$ cat src/rtl/ex_stage_if.sv
// Bundle between the ID/EX register and the execute stage: operands in, stall back,
// and the registered EX/MEM results out.
interface ex_stage_if #(
    parameter int DATA_W  = 16,
    parameter int INSTR_W = 20,
    parameter int OP_W    = 4
);
    logic               in_valid;
    logic [OP_W-1:0]    opcode;
    logic [INSTR_W-1:0] instruction;
    logic [DATA_W-1:0]  operand_a;
    logic [DATA_W-1:0]  operand_b;
    logic               stall;
    logic [DATA_W-1:0]  ex_result;
    logic [3:0]         ex_rd;
    logic               ex_wr_en;
    logic [OP_W-1:0]    ex_opcode;
    logic               ex_valid;

    modport master (
        output in_valid, opcode, instruction, operand_a, operand_b,
        input  stall, ex_result, ex_rd, ex_wr_en, ex_opcode, ex_valid
    );

    modport slave (
        input  in_valid, opcode, instruction, operand_a, operand_b,
        output stall, ex_result, ex_rd, ex_wr_en, ex_opcode, ex_valid
    );
endinterface

$ cat src/rtl/ex_stage.sv
// Execute stage: single-cycle ALU plus a DATA_W-cycle shift-add multiplier that
// stalls upstream until its last iteration.
module ex_stage #(
    parameter int DATA_W  = 16,
    parameter int INSTR_W = 20,
    parameter int OP_W    = 4
) (
    input logic        clock,
    input logic        reset,
    ex_stage_if.slave  bus
);
    localparam int CNT_W = $clog2(DATA_W);
    localparam int RD_LSB = INSTR_W - 8;
    localparam logic [CNT_W-1:0] CNT_LAST = CNT_W'(DATA_W - 1);

    localparam logic [OP_W-1:0] OP_ADD  = OP_W'(1);
    localparam logic [OP_W-1:0] OP_SUB  = OP_W'(2);
    localparam logic [OP_W-1:0] OP_AND  = OP_W'(3);
    localparam logic [OP_W-1:0] OP_OR   = OP_W'(4);
    localparam logic [OP_W-1:0] OP_SLT  = OP_W'(5);
    localparam logic [OP_W-1:0] OP_ADDI = OP_W'(6);
    localparam logic [OP_W-1:0] OP_MUL  = OP_W'(7);
    localparam logic [OP_W-1:0] OP_SLL  = OP_W'(8);

    typedef enum logic {IDLE, MUL} state_t;

    state_t             state_q, state_d;
    logic [CNT_W-1:0]   count_q, count_d;
    logic [DATA_W-1:0]  acc_q, acc_d;
    logic [DATA_W-1:0]  a_shift_q, a_shift_d;
    logic [DATA_W-1:0]  b_shift_q, b_shift_d;
    logic [3:0]         mul_rd_q, mul_rd_d;
    logic [DATA_W-1:0]  result_q, result_d;
    logic [3:0]         rd_q, rd_d;
    logic               wr_en_q, wr_en_d;
    logic [OP_W-1:0]    opcode_q, opcode_d;
    logic               valid_q, valid_d;
    logic               stall;
    logic [DATA_W-1:0]  alu_out;
    logic [DATA_W-1:0]  acc_step;
    logic [7:0]         imm8;
    logic [3:0]         instr_rd;
    logic               unused_instr_bits;

    assign imm8     = bus.instruction[7:0];
    assign instr_rd = bus.instruction[RD_LSB+3:RD_LSB];
    assign unused_instr_bits = ^{bus.instruction[INSTR_W-1:RD_LSB+4], bus.instruction[RD_LSB-1:8]};

    always_comb begin
        alu_out = '0;
        case (bus.opcode)
            OP_ADD:  alu_out = bus.operand_a + bus.operand_b;
            OP_SUB:  alu_out = bus.operand_a - bus.operand_b;
            OP_AND:  alu_out = bus.operand_a & bus.operand_b;
            OP_OR:   alu_out = bus.operand_a | bus.operand_b;
            OP_SLT:  alu_out = ($signed(bus.operand_a) < $signed(bus.operand_b)) ? DATA_W'(1) : '0;
            OP_ADDI: alu_out = bus.operand_a + {{(DATA_W-8){imm8[7]}}, imm8};
            OP_SLL:  alu_out = bus.operand_a << bus.operand_b[CNT_W-1:0];
            default: alu_out = '0;
        endcase
    end

    // Stall drops in the final multiply iteration so upstream advances on the completing edge.
    always_comb begin
        state_d   = state_q;
        count_d   = count_q;
        acc_d     = acc_q;
        a_shift_d = a_shift_q;
        b_shift_d = b_shift_q;
        mul_rd_d  = mul_rd_q;
        result_d  = result_q;
        rd_d      = rd_q;
        opcode_d  = opcode_q;
        wr_en_d   = 1'b0;
        valid_d   = 1'b0;
        stall     = 1'b0;
        acc_step  = b_shift_q[0] ? acc_q + a_shift_q : acc_q;
        case (state_q)
            IDLE: begin
                if (bus.in_valid) begin
                    if (bus.opcode == OP_MUL) begin
                        stall     = 1'b1;
                        a_shift_d = bus.operand_a;
                        b_shift_d = bus.operand_b;
                        mul_rd_d  = instr_rd;
                        count_d   = '0;
                        acc_d     = '0;
                        state_d   = MUL;
                    end else begin
                        result_d = alu_out;
                        rd_d     = instr_rd;
                        opcode_d = bus.opcode;
                        wr_en_d  = (bus.opcode >= OP_ADD) && (bus.opcode <= OP_SLL);
                        valid_d  = 1'b1;
                    end
                end
            end
            MUL: begin
                stall     = (count_q != CNT_LAST);
                acc_d     = acc_step;
                a_shift_d = a_shift_q << 1;
                b_shift_d = b_shift_q >> 1;
                count_d   = count_q + 1'b1;
                if (count_q == CNT_LAST) begin
                    result_d = acc_step;
                    rd_d     = mul_rd_q;
                    opcode_d = OP_MUL;
                    wr_en_d  = 1'b1;
                    valid_d  = 1'b1;
                    state_d  = IDLE;
                end
            end
            default: state_d = IDLE;
        endcase
    end

    always_ff @(posedge clock) begin
        if (reset) begin
            state_q   <= IDLE;
            count_q   <= '0;
            acc_q     <= '0;
            a_shift_q <= '0;
            b_shift_q <= '0;
            mul_rd_q  <= '0;
            result_q  <= '0;
            rd_q      <= '0;
            wr_en_q   <= 1'b0;
            opcode_q  <= '0;
            valid_q   <= 1'b0;
        end else begin
            state_q   <= state_d;
            count_q   <= count_d;
            acc_q     <= acc_d;
            a_shift_q <= a_shift_d;
            b_shift_q <= b_shift_d;
            mul_rd_q  <= mul_rd_d;
            result_q  <= result_d;
            rd_q      <= rd_d;
            wr_en_q   <= wr_en_d;
            opcode_q  <= opcode_d;
            valid_q   <= valid_d;
        end
    end

    assign bus.stall     = stall;
    assign bus.ex_result = result_q;
    assign bus.ex_rd     = rd_q;
    assign bus.ex_wr_en  = wr_en_q;
    assign bus.ex_opcode = opcode_q;
    assign bus.ex_valid  = valid_q;
endmodule
$ cat src/flat_wrapper.sv
// flat-port wrapper written by rule: the top's interface ports become plain ports
module ex_stage_flat 
#(
    parameter int DATA_W  = 16,
    parameter int INSTR_W = 20,
    parameter int OP_W    = 4
)
  (clock, reset, bus_in_valid, bus_opcode, bus_instruction, bus_operand_a, bus_operand_b, bus_stall, bus_ex_result, bus_ex_rd, bus_ex_wr_en, bus_ex_opcode, bus_ex_valid);
  ex_stage_if #(.DATA_W(DATA_W), .INSTR_W(INSTR_W), .OP_W(OP_W)) bus_i ();
  input logic clock;
  input logic reset;
  input wire logic [$bits(bus_i.in_valid)-1:0] bus_in_valid;
  input wire logic [$bits(bus_i.opcode)-1:0] bus_opcode;
  input wire logic [$bits(bus_i.instruction)-1:0] bus_instruction;
  input wire logic [$bits(bus_i.operand_a)-1:0] bus_operand_a;
  input wire logic [$bits(bus_i.operand_b)-1:0] bus_operand_b;
  output wire logic [$bits(bus_i.stall)-1:0] bus_stall;
  output wire logic [$bits(bus_i.ex_result)-1:0] bus_ex_result;
  output wire logic [$bits(bus_i.ex_rd)-1:0] bus_ex_rd;
  output wire logic [$bits(bus_i.ex_wr_en)-1:0] bus_ex_wr_en;
  output wire logic [$bits(bus_i.ex_opcode)-1:0] bus_ex_opcode;
  output wire logic [$bits(bus_i.ex_valid)-1:0] bus_ex_valid;
  assign bus_i.in_valid = bus_in_valid;
  assign bus_i.opcode = bus_opcode;
  assign bus_i.instruction = bus_instruction;
  assign bus_i.operand_a = bus_operand_a;
  assign bus_i.operand_b = bus_operand_b;
  assign bus_stall = bus_i.stall;
  assign bus_ex_result = bus_i.ex_result;
  assign bus_ex_rd = bus_i.ex_rd;
  assign bus_ex_wr_en = bus_i.ex_wr_en;
  assign bus_ex_opcode = bus_i.ex_opcode;
  assign bus_ex_valid = bus_i.ex_valid;
  ex_stage #(.DATA_W(DATA_W), .INSTR_W(INSTR_W), .OP_W(OP_W)) u_core (.clock(clock), .reset(reset), .bus(bus_i));
endmodule
$ cat config.mk
export PLATFORM = sky130hd
export DESIGN_NAME = ex_stage_flat
export DESIGN_NICKNAME = d
export VERILOG_FILES = /design/src/rtl/ex_stage_if.sv /design/src/rtl/ex_stage.sv /design/src/flat_wrapper.sv
export SDC_FILE = /design/constraint.sdc
export NUM_CORES = 1
export LEC_CHECK = 0
export CAP_MARGIN = 20
export CORE_ASPECT_RATIO = 1.1
export CORE_UTILIZATION = 40
export CTS_CLUSTER_DIAMETER = 50
export DETAILED_ROUTE_END_ITERATION = 12
export SLEW_MARGIN = 20
export SYNTH_ARGS = -nofsm -noshare
export SYNTH_HDL_FRONTEND = slang
export SYNTH_SLANG_ARGS = --single-unit
$ cat constraint.sdc
create_clock -name clock -period 8.5 [get_ports clock]
set_input_delay 0.85 -clock clock [delete_from_list [all_inputs] [get_ports clock]]
set_output_delay 0.85 -clock clock [all_outputs]
set_load 0.02 [all_outputs]
==> results.sh <==
export IMPL_cts_hold_buf=0
export IMPL_track_usage_pct=23.2
export IMPL_p_leak_nw=3.47
export IMPL_synth_nets=1108
export IMPL_drtIter0Drc=529
export IMPL_cp_start_kind="input port"
export IMPL_r2r_start="u_core.a_shift_q[0]"
export IMPL_die_area_um2=19500
export IMPL_async_flop_share_pct=0
export IMPL_cts_resized=0
export IMPL_power_density_nw_per_um2=133
export IMPL_synth_seq_cells=83
export IMPL_min_path_type="reg2reg"
export IMPL_path_common_cell="nor2_1"
export IMPL_clkTransAtPathRegs_ns=0.07
export IMPL_skew_ns=0.0101
export IMPL_crit_arrival_ns=5.22
export IMPL_syn_instance_count=963
export IMPL_hold_violations=0
export IMPL_drive_gt1_share_pct=8.02
export IMPL_vias=7101
export IMPL_antenna_found_initial=0
export IMPL_cts_root_buf="clkbuf_16"
export IMPL_worstSetupEndpointType="flop"
export IMPL_ir_drop_uv=90.9
export IMPL_cpLargestDelayFamily="compound AO/OA/AOI/OAI gates"
export IMPL_crit_path_max_fanout=25
export IMPL_ys_warn_count=0
export IMPL_wl_met1_um=10700
export IMPL_clockBufferDepth=2
export IMPL_yosysTopAreaCell="dfxtp_1"
export IMPL_highest_layer="met4"
export IMPL_avgSynthCellArea_um2=7.85
export IMPL_fillCellCount=1935
export IMPL_num_rows=52
export IMPL_htree_levels=3
export IMPL_maxSlewHeadroom_pct=28.2
export IMPL_portBuffers=77
export IMPL_mostFrequentLayoutCells="94 x nand2_1, 87 x nor2_1, 87 x a21oi_1"
export IMPL_cts_sinks=83
export IMPL_areaGrowthSynthToFinish_pct=15.2
export IMPL_cts_tree="yes"
export IMPL_grt_overflow_total=0
export IMPL_startpoint="bus_operand_b[1]"
export IMPL_core_um2=18500
export IMPL_syn_area_um2=7560
export IMPL_cap_violations=0
export IMPL_setup_violations=0
export IMPL_cts_buffers_inserted=9
export IMPL_antennaDiodeCount=0
export IMPL_status="finished clean"
export IMPL_place_area_um2=8410
export IMPL_dr_pass1_iters=5
export IMPL_die_h_um=146
export IMPL_fp_dieW_um=133
export IMPL_drc=0
export IMPL_synth_edf_count=0
export IMPL_slew_viol_final=0
export IMPL_final_common_cell="nand2_1"
export IMPL_wirelength_um=22600
export IMPL_via_per_inst=5.67
export IMPL_fin_crit_sh_pct=59.1
export IMPL_grt_pass1_wl_um=35500
export IMPL_critical_path_max_stage_delay_ns=1.17
export IMPL_layout_cells_non_filler=1253
export IMPL_fmax_ghz=0.199
export IMPL_fin_crit_ns=5.03
export IMPL_finish_instance_area_um2=8710
export IMPL_netlist_area_leader_share_pct=22.0
export IMPL_wl_met2_um=10600
export IMPL_crit_buf_inv=2
export IMPL_finalSetupTns_ns=0
export IMPL_postCtsSetupBuffers=0
export IMPL_design_portCount=86
export IMPL_ant_nets=0
export IMPL_synth_area_leaders="dfxtp_1 22%, ha_1 14%, a21oi_1 5.8%"
export IMPL_dr_wl_met3_um=830
export IMPL_tightestPinTransition_ns=1.07
export IMPL_wl_per_cell_um=18.0
export IMPL_dpl_hpwl_um=16800
export IMPL_nets=1150
export IMPL_grt_max_degree=83
export IMPL_hold_start="u_core.mul_rd_q[2]"
export IMPL_cpMaxStageDelayCell="clkdlybuf4s50_1"
export IMPL_fin_util_pct=47.2
export IMPL_start_util_pct=40.9
export IMPL_gp_routability_congestion=0.908
export IMPL_cp_required_ns=8.70
export IMPL_ys_flop_type="dfxtp_1"
export IMPL_grt_pass1_vias=6632
export IMPL_dp_cells=1237
export IMPL_cp_cell_sequence="clkdlybuf4s50_1, inv_1, nor2_1, a21o_1, ha_1, a211o_1, a21oi_2, a21oi_1, a31oi_1, xor2_1, nor2_1, o41ai_1, a311oi_1"
export IMPL_crit_type="in2reg"
export IMPL_grt_setup_unrepaired="no"
export IMPL_clock_latency_ns=0.36
export IMPL_yosysUniqueCellTypes=91
export IMPL_ys_seq_area_share_pct=22.0
[final timing paths]
path,endpoint,slack (ns),depth (start not counted)
setup / recovery,u_core.bus.ex_result[9],3.47,13
hold reg to reg,u_core.mul_rd_q[2],0.46,2
setup reg to reg,u_core.bus.ex_result[12],5.67,10
hold / removal,u_core.mul_rd_q[2],0.46,2
[cells in the mapped netlist (6+ instances only)]
| master | number |
|---|---|
| ha_1 | 83 |
| buf_2 | 9 |
| nor2b_1 | 23 |
| mux2_2 | 10 |
| a2111oi_0 | 15 |
| or3_1 | 6 |
| inv_1 | 66 |
| mux2i_1 | 17 |
| nand2_1 | 94 |
| nand2b_1 | 7 |
| o211ai_1 | 10 |
| o221ai_1 | 9 |
| clkbuf_1 | 29 |
| a21oi_1 | 88 |
| o21ai_0 | 63 |
| dfxtp_1 | 83 |
| o21bai_1 | 9 |
| nand3_1 | 17 |
| o21a_1 | 8 |
| xor2_1 | 13 |
| mux4_2 | 7 |
| a211oi_1 | 16 |
| a21o_1 | 11 |
| xnor2_1 | 20 |
| a311oi_1 | 11 |
| nor3_1 | 18 |
| a22oi_1 | 7 |
| o22ai_1 | 7 |
| nor2_1 | 87 |
[state kept, by name, indices dropped and copies added, names as in the netlist]
name	count
u_core.b_shift_q	16
u_core.bus.ex_rd	4
u_core.bus.ex_result	16
u_core.state_q	1
u_core.bus.ex_valid	1
u_core.bus.ex_wr_en	1
u_core.bus.ex_opcode	4
u_core.count_q	4
u_core.mul_rd_q	4
u_core.acc_q	16
u_core.a_shift_q	16
[cell families (layout without fill, tap and decap cells)]
logic type / count (synthesis) / count (layout) / share of synthesized area [%]
AO/OA/AOI/OAI: 318 / 318 / 28.8
XOR/XNOR: 33 / 33 / 3.82
adder cells (fa/ha/maj): 86 / 86 / 14.5
buffers and inverters: 122 / 169 / 7.25
flip-flops: 83 / 83 / 22.0
multiplexers: 34 / 34 / 5.82
AND/OR/NAND/NOR: 287 / 287 / 17.9
[worst min-delay path: cells and delay by family, from the launching register on]
kind,cells,cell delay (ns)
AO/OA/AOI/OAI,1,0.05
AND/OR/NAND/NOR,1,0.05
flip-flops,1,0.31
[power by group]
| group | total (mW) | switching (mW) | leakage, nW | internal, mW |
|---|---|---|---|---|
| Sequential | 0.413 | 0.00865 | 0.676 | 0.404 |
| Combinational | 0.326 | 0.190 | 2.65 | 0.135 |
| Clock | 0.423 | 0.189 | 0.149 | 0.233 |
| Total | 1.16 | 0.388 | 3.47 | 0.773 |
[per-layer routing]
metal,up-vias,GRT usage [%]
li1,3574,-
met1,3331,30.8
met2,161,38.2
met3,35,3.37
met4,0,8.13
met5,-,0
[stage by stage]
| step | worst slack, ns | power (mW) | hold WS, ns |
|---|---|---|---|
| 6_report | 3.47 | 1.16 | 0.457 |
| 5_1_grt | 3.32 | 1.22 | 0.489 |
| 4_1_cts | 3.67 | 1.17 | 0.458 |
| 3_5_place_dp | 3.30 | 0.744 | 0.450 |
| 3_3_place_gp | 3.34 | 0.743 | 0.442 |
| 2_1_floorplan | 4.79 | 0.636 | 0.436 |
[cell type report]
cell class | count | area, um2 | share of cell area [%]
Clock buffer | 9 | 225 | 2.58
Sequential cell | 83 | 1660 | 19.1
Multi-Input combinational cell | 758 | 5360 | 61.5
Clock inverter | 7 | 83.8 | 0.962
Tap cell | 243 | 304 | 3.49
Timing Repair Buffer | 85 | 826 | 9.48
Inverter | 68 | 255 | 2.93
Power figures use the tool's default switching activity.
